--- src/rtl/cpu_pkg.sv ---
// Shared processor types: fetch-stage state encoding, next-PC select codes and
// the architectural PC/instruction widths.
package cpu_pkg;

  localparam int unsigned INSTR_W = 9;
  localparam int unsigned PC_W    = 12;

  typedef enum logic [1:0] {
    IDLE,
    RUN,
    HALTED
  } fetch_state_t;

  typedef enum logic [1:0] {
    SEL_HOLD,
    SEL_ADV,
    SEL_REDIR,
    SEL_HALT
  } pc_sel_t;

  typedef logic [PC_W-1:0]    pc_t;
  typedef logic [INSTR_W-1:0] instr_t;

endpackage

--- src/rtl/fetch_unit_pc_next_calc.sv ---
// Combinational next-PC selection for the fetch stage: halt > redirect > advance > hold,
// relative-target adder with offset sign extension, and PC wrap detection.
module pc_next_calc
  import cpu_pkg::*;
#(
  parameter int unsigned D     = PC_W,
  parameter int unsigned OFS_W = 8
) (
  input  logic [D-1:0]     i_pc,
  input  logic             i_run,
  input  logic             i_halt_req,
  input  logic             i_redirect_en,
  input  logic             i_redirect_rel,
  input  logic [D-1:0]     i_redirect_target,
  input  logic [D-1:0]     i_redirect_base,
  input  logic [OFS_W-1:0] i_redirect_ofs,
  input  logic             i_instr_valid,
  input  logic             i_instr_ready,
  output pc_sel_t          o_sel,
  output logic [D-1:0]     o_next_pc,
  output logic             o_wrap
);

  logic [D-1:0] w_ofs_ext;
  logic [D-1:0] w_rel_target;
  logic [D-1:0] w_inc;

  // D must exceed OFS_W; the sum is taken modulo 2**D by truncation.
  assign w_ofs_ext    = {{(D-OFS_W){i_redirect_ofs[OFS_W-1]}}, i_redirect_ofs};
  assign w_rel_target = i_redirect_base + w_ofs_ext;
  assign w_inc        = i_pc + D'(1);

  always_comb begin
    o_sel     = SEL_HOLD;
    o_next_pc = i_pc;
    o_wrap    = 1'b0;
    if (i_run) begin
      if (i_halt_req) begin
        o_sel = SEL_HALT;
      end else if (i_redirect_en) begin
        o_sel     = SEL_REDIR;
        o_next_pc = i_redirect_rel ? w_rel_target : i_redirect_target;
      end else if (!i_instr_valid || i_instr_ready) begin
        o_sel     = SEL_ADV;
        o_next_pc = w_inc;
        o_wrap    = &i_pc;
      end
    end
  end

endmodule

--- src/rtl/fetch_unit.sv ---
// Fetch stage: owns the PC, addresses the combinational ROM and registers the
// returned machine code for decode behind a valid/ready handshake.
module fetch_unit
  import cpu_pkg::*;
#(
  parameter int unsigned D     = PC_W,
  parameter int unsigned IW    = INSTR_W,
  parameter int unsigned OFS_W = 8
) (
  input  logic             clk,
  input  logic             rst_n,
  input  logic             start,
  input  logic [D-1:0]     start_addr,
  output logic [D-1:0]     programCounter,
  input  logic [IW-1:0]    machineCode,
  output logic [IW-1:0]    instr,
  output logic [D-1:0]     instr_pc,
  output logic             instr_valid,
  input  logic             instr_ready,
  input  logic             redirect_en,
  input  logic             redirect_rel,
  input  logic [D-1:0]     redirect_target,
  input  logic [D-1:0]     redirect_base,
  input  logic [OFS_W-1:0] redirect_ofs,
  input  logic             halt_req,
  output logic             done,
  output logic             wrap_flag
);

  fetch_state_t r_state;
  logic [D-1:0]  r_pc;
  logic [D-1:0]  r_instr_pc;
  logic [IW-1:0] r_instr;
  logic          r_valid;
  logic          r_done;
  logic          r_wrap;

  pc_sel_t      w_sel;
  logic [D-1:0] w_next_pc;
  logic         w_wrap;

  pc_next_calc #(
    .D     (D),
    .OFS_W (OFS_W)
  ) u_pc_next (
    .i_pc              (r_pc),
    .i_run             (r_state == RUN),
    .i_halt_req        (halt_req),
    .i_redirect_en     (redirect_en),
    .i_redirect_rel    (redirect_rel),
    .i_redirect_target (redirect_target),
    .i_redirect_base   (redirect_base),
    .i_redirect_ofs    (redirect_ofs),
    .i_instr_valid     (r_valid),
    .i_instr_ready     (instr_ready),
    .o_sel             (w_sel),
    .o_next_pc         (w_next_pc),
    .o_wrap            (w_wrap)
  );

  always_ff @(posedge clk or negedge rst_n) begin
    if (!rst_n) begin
      r_state    <= IDLE;
      r_pc       <= '0;
      r_instr    <= '0;
      r_instr_pc <= '0;
      r_valid    <= 1'b0;
      r_done     <= 1'b0;
      r_wrap     <= 1'b0;
    end else begin
      case (r_state)
        IDLE: begin
          if (start) begin
            r_pc    <= start_addr;
            r_wrap  <= 1'b0;
            r_state <= RUN;
          end
        end
        RUN: begin
          case (w_sel)
            SEL_HALT: begin
              r_valid <= 1'b0;
              r_done  <= 1'b1;
              r_state <= HALTED;
            end
            // A redirect discards the presented instruction even if decode is ready.
            SEL_REDIR: begin
              r_pc    <= w_next_pc;
              r_valid <= 1'b0;
            end
            SEL_ADV: begin
              r_instr    <= machineCode;
              r_instr_pc <= r_pc;
              r_valid    <= 1'b1;
              r_pc       <= w_next_pc;
              if (w_wrap) begin
                r_wrap <= 1'b1;
              end
            end
            default: begin
            end
          endcase
        end
        HALTED: begin
          if (start) begin
            r_pc    <= start_addr;
            r_done  <= 1'b0;
            r_wrap  <= 1'b0;
            r_state <= RUN;
          end
        end
        default: r_state <= IDLE;
      endcase
    end
  end

  assign programCounter = r_pc;
  assign instr          = r_instr;
  assign instr_pc       = r_instr_pc;
  assign instr_valid    = r_valid;
  assign done           = r_done;
  assign wrap_flag      = r_wrap;

endmodule

--- config.mk ---
export PLATFORM = sky130hd
export DESIGN_NAME = fetch_unit
export DESIGN_NICKNAME = d
export VERILOG_FILES = /design/src/rtl/cpu_pkg.sv /design/src/rtl/fetch_unit_pc_next_calc.sv /design/src/rtl/fetch_unit.sv
export SDC_FILE = /design/constraint.sdc
export NUM_CORES = 1
export LEC_CHECK = 0
export ABC_CLOCK_PERIOD_IN_PS = 6850
export BUFFER_PORTS_ARGS = -buffer_cell sky130_fd_sc_hd__buf_2
export CAP_MARGIN = 25
export CORE_MARGIN = 2
export CORE_UTILIZATION = 30
export CTS_CLUSTER_SIZE = 30
export DETAILED_ROUTE_END_ITERATION = 12
export SLEW_MARGIN = 40
export SYNTH_ARGS = -nofsm -noshare
export SYNTH_HDL_FRONTEND = slang
export SYNTH_SLANG_ARGS = --single-unit
--- constraint.sdc ---
create_clock -name clk -period 6.85 [get_ports clk]
set_clock_uncertainty 0.15 [all_clocks]
set_input_delay 1.37 -clock clk [delete_from_list [all_inputs] [get_ports clk]]
set_output_delay 1.37 -clock clk [all_outputs]
set_load 0.03 [all_outputs]
==> qor.csv, run 1 <==
stage,metric,value,unit
yosys,synth_fp_nets,355,
placed_design,place.gp.congestion,0.8278,
timing,fin_crit,3960,ps
critical_path,startpoint_type,input port,
grt,first_global_vias,2334,
critical_path,r2r_setup_slack,3750,ps
critical_path,end_kind,flip-flop,
grt,track_usage,0.1519,
placed_design,dp_slack,2619,ps
yosys,synth_top_area_share,0.3686,
critical_path,cp_data_required_time,6910,ps
grt,antenna_found_initial,0,
drt,drc,0,
min_path,whs_path_depth,2,
run_status,status,completed,
die,die_y,96.74,um
yosys,synth-seq-area-share,0.3686,
pwr,p_leak,1.525,nW
clock_tree,cts_max_level,2,
clock_tree,cts_tree,yes,
yosys,netlist_instances,279,
grt,grt_max_degree,39,
yosys,yosysTopAreaCell,dfrtp_1,
timing,setup_violations,0,
yosys,synth_area,2580,sq um
critical_path,criticalPathCategory,input port to flip-flop,
placed_design,place_area,3142,sq um
timing,setup_slack,2890,ps
clock_tree,clk_pin_slew,70,ps
clock_tree,cts_inserted_buffers,5,
placed_design,io_buffers,95,
timing,hold_violations,0,
drt,viasPerCell,5.082,
grt,grt_pass1_wl,11750,um
clock_tree,clock-root-buffer,clkbuf_8,
final_layout,antenna_cells,0,
critical_path,crit_path_end,programCounter[11]$_DFFE_PN0P_,
final_layout,nFillCells,882,
final_layout,syn_to_final_growth,25.46,%
timing,slew_headroom,0.6037,
die,core,8258,sq um
critical_path,arrival,4020,ps
timing,setup-tns-final,0,ps
die,die_area,9358,sq um
yosys,synth_area_leaders,"dfrtp_1, mux2_2, ha_1, o21ai_0, nor2_1",
yosys,synth_flop_cell,dfrtp_1,
pwr,powerDensity,406.4,nW/um^2
clock_tree,post_cts_resized,0,
placed_design,hpwl,5499,um
yosys,yosysWarningCount,0,
critical_path,critPathLaunch,redirect_en,
timing,rsz0062_at_grt,false,
timing,max_freq,252.5,MHz
drt,ant_nets,0,
clock_tree,clk_latency,280,ps
timing,slew_violations,0,
timing,worstMarginPinSlew,594.5,ps
final_layout,seqCellArea,950.9,sq um
drt,drt_first_iter_violations,128,
final_layout,multi_input_area,1540,sq um
clock_tree,postCtsHoldBufs,0,
drt,dr.pass1.iters,4,
clock_tree,cts_sinks,38,
drt,vias,2419,
final_layout,nNetsFinal,446,
critical_path,rr_worst_depth,8,
placed_design,place_inst,468,
clock_tree,clk_path_buf_depth,2,
drt,routed_wl,7005,um
die,die_w,96.74,um
final_layout,postLayoutCellArea,3237,sq um
min_path,hold_path.class,flip-flop to flip-flop,
die,ioPinCount,96,
critical_path,cp_max_fo,16,
yosys,synth_edf_count,0,
final_layout,drive_gt1_frac,0.3450,
pwr,irDropWorstVdd,0.1193,mV
die,num_rows,33,
critical_path,r2r-start,r_state[0]$_DFFE_PN0P_,
min_path,min_from,wrap_flag$_DFFE_PN0P_,
yosys,async_reset_ff_frac,1.000,
timing,whs,331.2,ps
critical_path,r2r-end,programCounter[11]$_DFFE_PN0P_,
timing,period_share,0.5781,
die,start_util,0.3124,
yosys,syn_avg_cell_area,9.247,sq um
run,drv_cap,0,
final_layout,utilization,0.3920,
yosys,synth-seq-cells,38,
pwr,total_power,1.315,mW
grt,grt-ovfl-total,0,
final_layout,instances_no_fill,476,
clock_tree,post_cts_buffers,0,
drt,wl_per_cell,14.72,um
yosys,synth.distinct_cells,54,
area by class of cell:
type,count,share of cell area
multi-input combinational,218,0.4758
sequential,38,0.2938
timing repair buffer,95,0.1477
tap,105,0.04059
clock buffer,7,0.02667
inverter,12,0.01392
clock inverter,1,0.001546
synthesized netlist by cell type, drive strengths merged (3+ instances only):
| cell type | n |
|---|---|
| nand2 | 17 |
| a31oi | 6 |
| inv | 11 |
| nor2 | 25 |
| xnor2 | 10 |
| xor2 | 3 |
| or3 | 3 |
| buf | 5 |
| a211oi | 5 |
| a21oi | 14 |
| a21o | 4 |
| mux2i | 3 |
| o21a | 3 |
| nand3 | 5 |
| o221ai | 3 |
| ha | 15 |
| and2 | 4 |
| o21ai | 27 |
| clkbuf | 6 |
| a22oi | 3 |
| mux2 | 21 |
| nand4 | 6 |
| nand2b | 5 |
| nor2b | 7 |
| and3 | 4 |
| dfrtp | 38 |
| nor3 | 3 |
power by group:
part	internal, mW	switching, mW
combinational	0.278	0.444
clock	0.0812	0.0753
sequential	0.330	0.107
total	0.689	0.626
metal layers:
metal / routed length [um] / part of all wire / global-route usage
met3: 416 / 0.059 / 0.02818
met4: 49 / 0.0070 / 0.04009
met2: 3000 / 0.43 / 0.2297
met5: 0 / 0 / 0
met1: 3538 / 0.51 / 0.2228
cells by family after synthesis:
group	after synthesis	synth area share
AOI/OAI and AO/OA	79	0.1950
and+or+nand+nor	86	0.1717
xor gates and xnor gates	13	0.04413
DFF	38	0.3686
muxes	24	0.1033
adders and majority gates	16	0.08050
buffers and inverters	23	0.03685
how the worst min path moves through the flow:
stage	slack, ps	to
finish	330	wrap_flag$_DFFE_PN0P_
CTS	340	instr_pc[8]$_DFFE_PN0P_
detailed placement	320	instr_pc[8]$_DFFE_PN0P_
global route	370	instr_pc[9]$_DFFE_PN0P_
floorplan	360	done$_DFFE_PN0P_
global placement	320	instr_pc[8]$_DFFE_PN0P_
state kept, by name, summed over array words and instances (netlist names):
| name | count |
|---|---|
| instr | 9 |
| instr_valid | 1 |
| r_state | 2 |
| wrap_flag | 1 |
| instr_pc | 12 |
| programCounter | 12 |
| done | 1 |
layout by cell type (no fill, tap or decap), types with 2 or more instances in the layout:
cell       netlist  routed
and3_1           4       4
xor2_1           3       3
clkbuf_8         0       6
nor2b_1          6       6
buf_2            3      94
o21ai_1          2       2
o21ai_0         25      25
nand4_1          6       6
nand2b_1         5       5
nor2_1          25      25
inv_1           11      11
and2_1           4       4
ha_1            15      15
or3_1            3       3
o221ai_1         3       3
a2bb2oi_1        2       2
nand3_1          5       5
o22ai_1          2       2
nor3_1           3       3
xnor2_1         10      10
a211oi_1         4       4
dfrtp_1         38      38
nand2_1         17      16
a22oi_1          3       3
a21oi_1         14      13
mux2i_1          3       3
a31oi_1          6       6
o21a_1           3       3
a21o_1           4       4
mux2_2          21      21
worst max-delay path, cell delays in order:
cell and delay (ps):
buf_2 190, inv_1 390, and2_1 200, nor2_1 40, nor2_1 190, ha_1 270, nor4b_1 440, and2_1 420
nand2b_1 260, o21ai_0 100, a31oi_1 140
No activity file was read; power rests on OpenSTA's default activity.
==> inputs of run 2 (changes only) <==
--- a/config.mk
+++ b/config.mk
@@ -5,7 +5,7 @@
 export SDC_FILE = /design/constraint.sdc
 export NUM_CORES = 1
 export LEC_CHECK = 0
-export ABC_CLOCK_PERIOD_IN_PS = 6850
+export ABC_CLOCK_PERIOD_IN_PS = 3300
 export BUFFER_PORTS_ARGS = -buffer_cell sky130_fd_sc_hd__buf_2
 export CAP_MARGIN = 25
 export CORE_MARGIN = 2
==> constraint.sdc (replaced) <==
create_clock -name clk -period 3.3 [get_ports clk]
set_clock_uncertainty 0.15 [all_clocks]
set_input_delay 0.66 -clock clk [delete_from_list [all_inputs] [get_ports clk]]
set_output_delay 0.66 -clock clk [all_outputs]
set_load 0.03 [all_outputs]
==> run 2 against run 1 <==
Critical path depth is the same. Core utilization grew 0.14 points. Wire length grew 0.47%. Die area is the same. Via count shrank 0.37%. Combinational power grew 110%. Cell count grew 0.63%. Sequential share of layout area shrank 0.10 points. Hold slack lost 150 ps. Setup slack lost 2300 ps. Largest cell class unchanged. Highest routed layer unchanged.
==> qor.csv, run 2 (synthesized netlist as in run 1, its figures left out) <==
stage,metric,value,unit
clock_tree,clk_path_buf_depth,2,
final_layout,utilization,0.3933,
clock_tree,clk_latency,290,ps
final_layout,instances_no_fill,479,
critical_path,cp_data_required_time,3360,ps
final_layout,antenna_cells,0,
die,num_rows,33,
run,drv_cap,0,
clock_tree,cts_inserted_buffers,5,
die,die_w,96.74,um
final_layout,nNetsFinal,450,
grt,first_global_vias,2235,
final_layout,drive_gt1_frac,0.3476,
critical_path,r2r-end,programCounter[9]$_DFFE_PN0P_,
die,start_util,0.3124,
drt,vias,2410,
run_status,status,completed,
grt,grt-ovfl-total,0,
pwr,p_leak,1.538,nW
drt,drt_first_iter_violations,154,
die,ioPinCount,96,
grt,grt_max_degree,39,
timing,slew_violations,0,
timing,max_freq,363.6,MHz
pwr,total_power,2.724,mW
critical_path,end_kind,flip-flop,
critical_path,r2r_setup_slack,710,ps
pwr,powerDensity,838.7,nW/um^2
clock_tree,clock-root-buffer,clkbuf_8,
min_path,hold_path.class,input port to asynchronous set/reset pin,
critical_path,cp_max_fo,15,
critical_path,rr_worst_depth,8,
timing,slew_headroom,0.6119,
clock_tree,clk_pin_slew,70,ps
die,die_y,96.74,um
final_layout,mostFrequentLayoutCell,buf_2,
drt,drc,0,
grt,track_usage,0.1512,
pwr,irDropWorstVdd,0.2023,mV
placed_design,place.gp.congestion,0.8729,
timing,setup-tns-final,0,ps
timing,setup_violations,0,
final_layout,seqCellArea,950.9,sq um
grt,antenna_found_initial,0,
placed_design,place_inst,472,
grt,grt_pass1_wl,11550,um
drt,routed_wl,7038,um
drt,viasPerCell,5.031,
clock_tree,post_cts_resized,0,
timing,period_share,0.8334,
timing,setup_slack,549.8,ps
timing,rsz0062_at_grt,false,
clock_tree,postCtsHoldBufs,0,
final_layout,syn_to_final_growth,25.90,%
die,core,8258,sq um
critical_path,criticalPathCategory,input port to flip-flop,
placed_design,io_buffers,95,
final_layout,nFillCells,831,
clock_tree,cts_sinks,38,
clock_tree,cts_max_level,2,
critical_path,critPathLaunch,redirect_en,
die,die_area,9358,sq um
final_layout,multi_input_area,1534,sq um
drt,dr.pass1.iters,4,
clock_tree,cts_tree,yes,
timing,hold_violations,0,
placed_design,hpwl,5558,um
timing,fin_crit,2750,ps
critical_path,startpoint_type,input port,
critical_path,r2r-start,r_state[1]$_DFFE_PN0P_,
timing,worstMarginPinSlew,582.2,ps
drt,ant_nets,0,
drt,wl_per_cell,14.69,um
final_layout,final_cell_mix,"buf_2, dfrtp_1, o21ai_0, nor2_1, mux2_2",
placed_design,dp_slack,267.3,ps
critical_path,arrival,2810,ps
clock_tree,post_cts_buffers,0,
## run 2: worst max-delay path by stage
stage	cells past startpoint	endpoint	slack [ps]
after floorplan	9	programCounter[11]$_DFFE_PN0P_	710
after global placement	11	programCounter[11]$_DFFE_PN0P_	390
after detailed placement	11	programCounter[9]$_DFFE_PN0P_	270
after CTS	11	programCounter[11]$_DFFE_PN0P_	580
after global routing	11	programCounter[11]$_DFFE_PN0P_	310
final	11	programCounter[9]$_DFFE_PN0P_	550
## run 2: final cells by class
| class | count | area share |
|---|---|---|
| multi-input cells | 218 | 0.4723 |
| inverters | 12 | 0.01387 |
| clock inverters | 2 | 0.003082 |
| well taps | 105 | 0.04045 |
| clock buffers | 5 | 0.02119 |
| repair buffers | 99 | 0.1564 |
| flip-flops and latches | 38 | 0.2928 |
## run 2: through the flow
step	area, sq um	hold slack, ps
after CTS	3248	195.8
after global placement	3167	311.4
final	3248	181.8
after detailed placement	3169	323.7
after floorplan	2580	214.4
after global routing	3248	214.3
## run 2: report_power, final
part	switching, mW	internal, mW
combinational	0.949	0.596
clock	0.159	0.142
sequential	0.192	0.686
total	1.30	1.42
## run 2: worst max-delay path: stages
cell and delay (ps):
buf_2 240, inv_1 90, and2_1 140, nor2_1 80, nor2_1 70, ha_1 290, nor4b_1 350, and2_1 380
nand2b_1 260, o22ai_1 110, a21oi_1 140
## run 2: per-layer routing
metal  global-route usage  share of wire  vias up
met4              0.05742          0.017        0
met2               0.2249           0.44       96
met3              0.02312          0.060        7
met5                    0              0        -
met1               0.2208           0.49     1106
li1                     -              -     1201
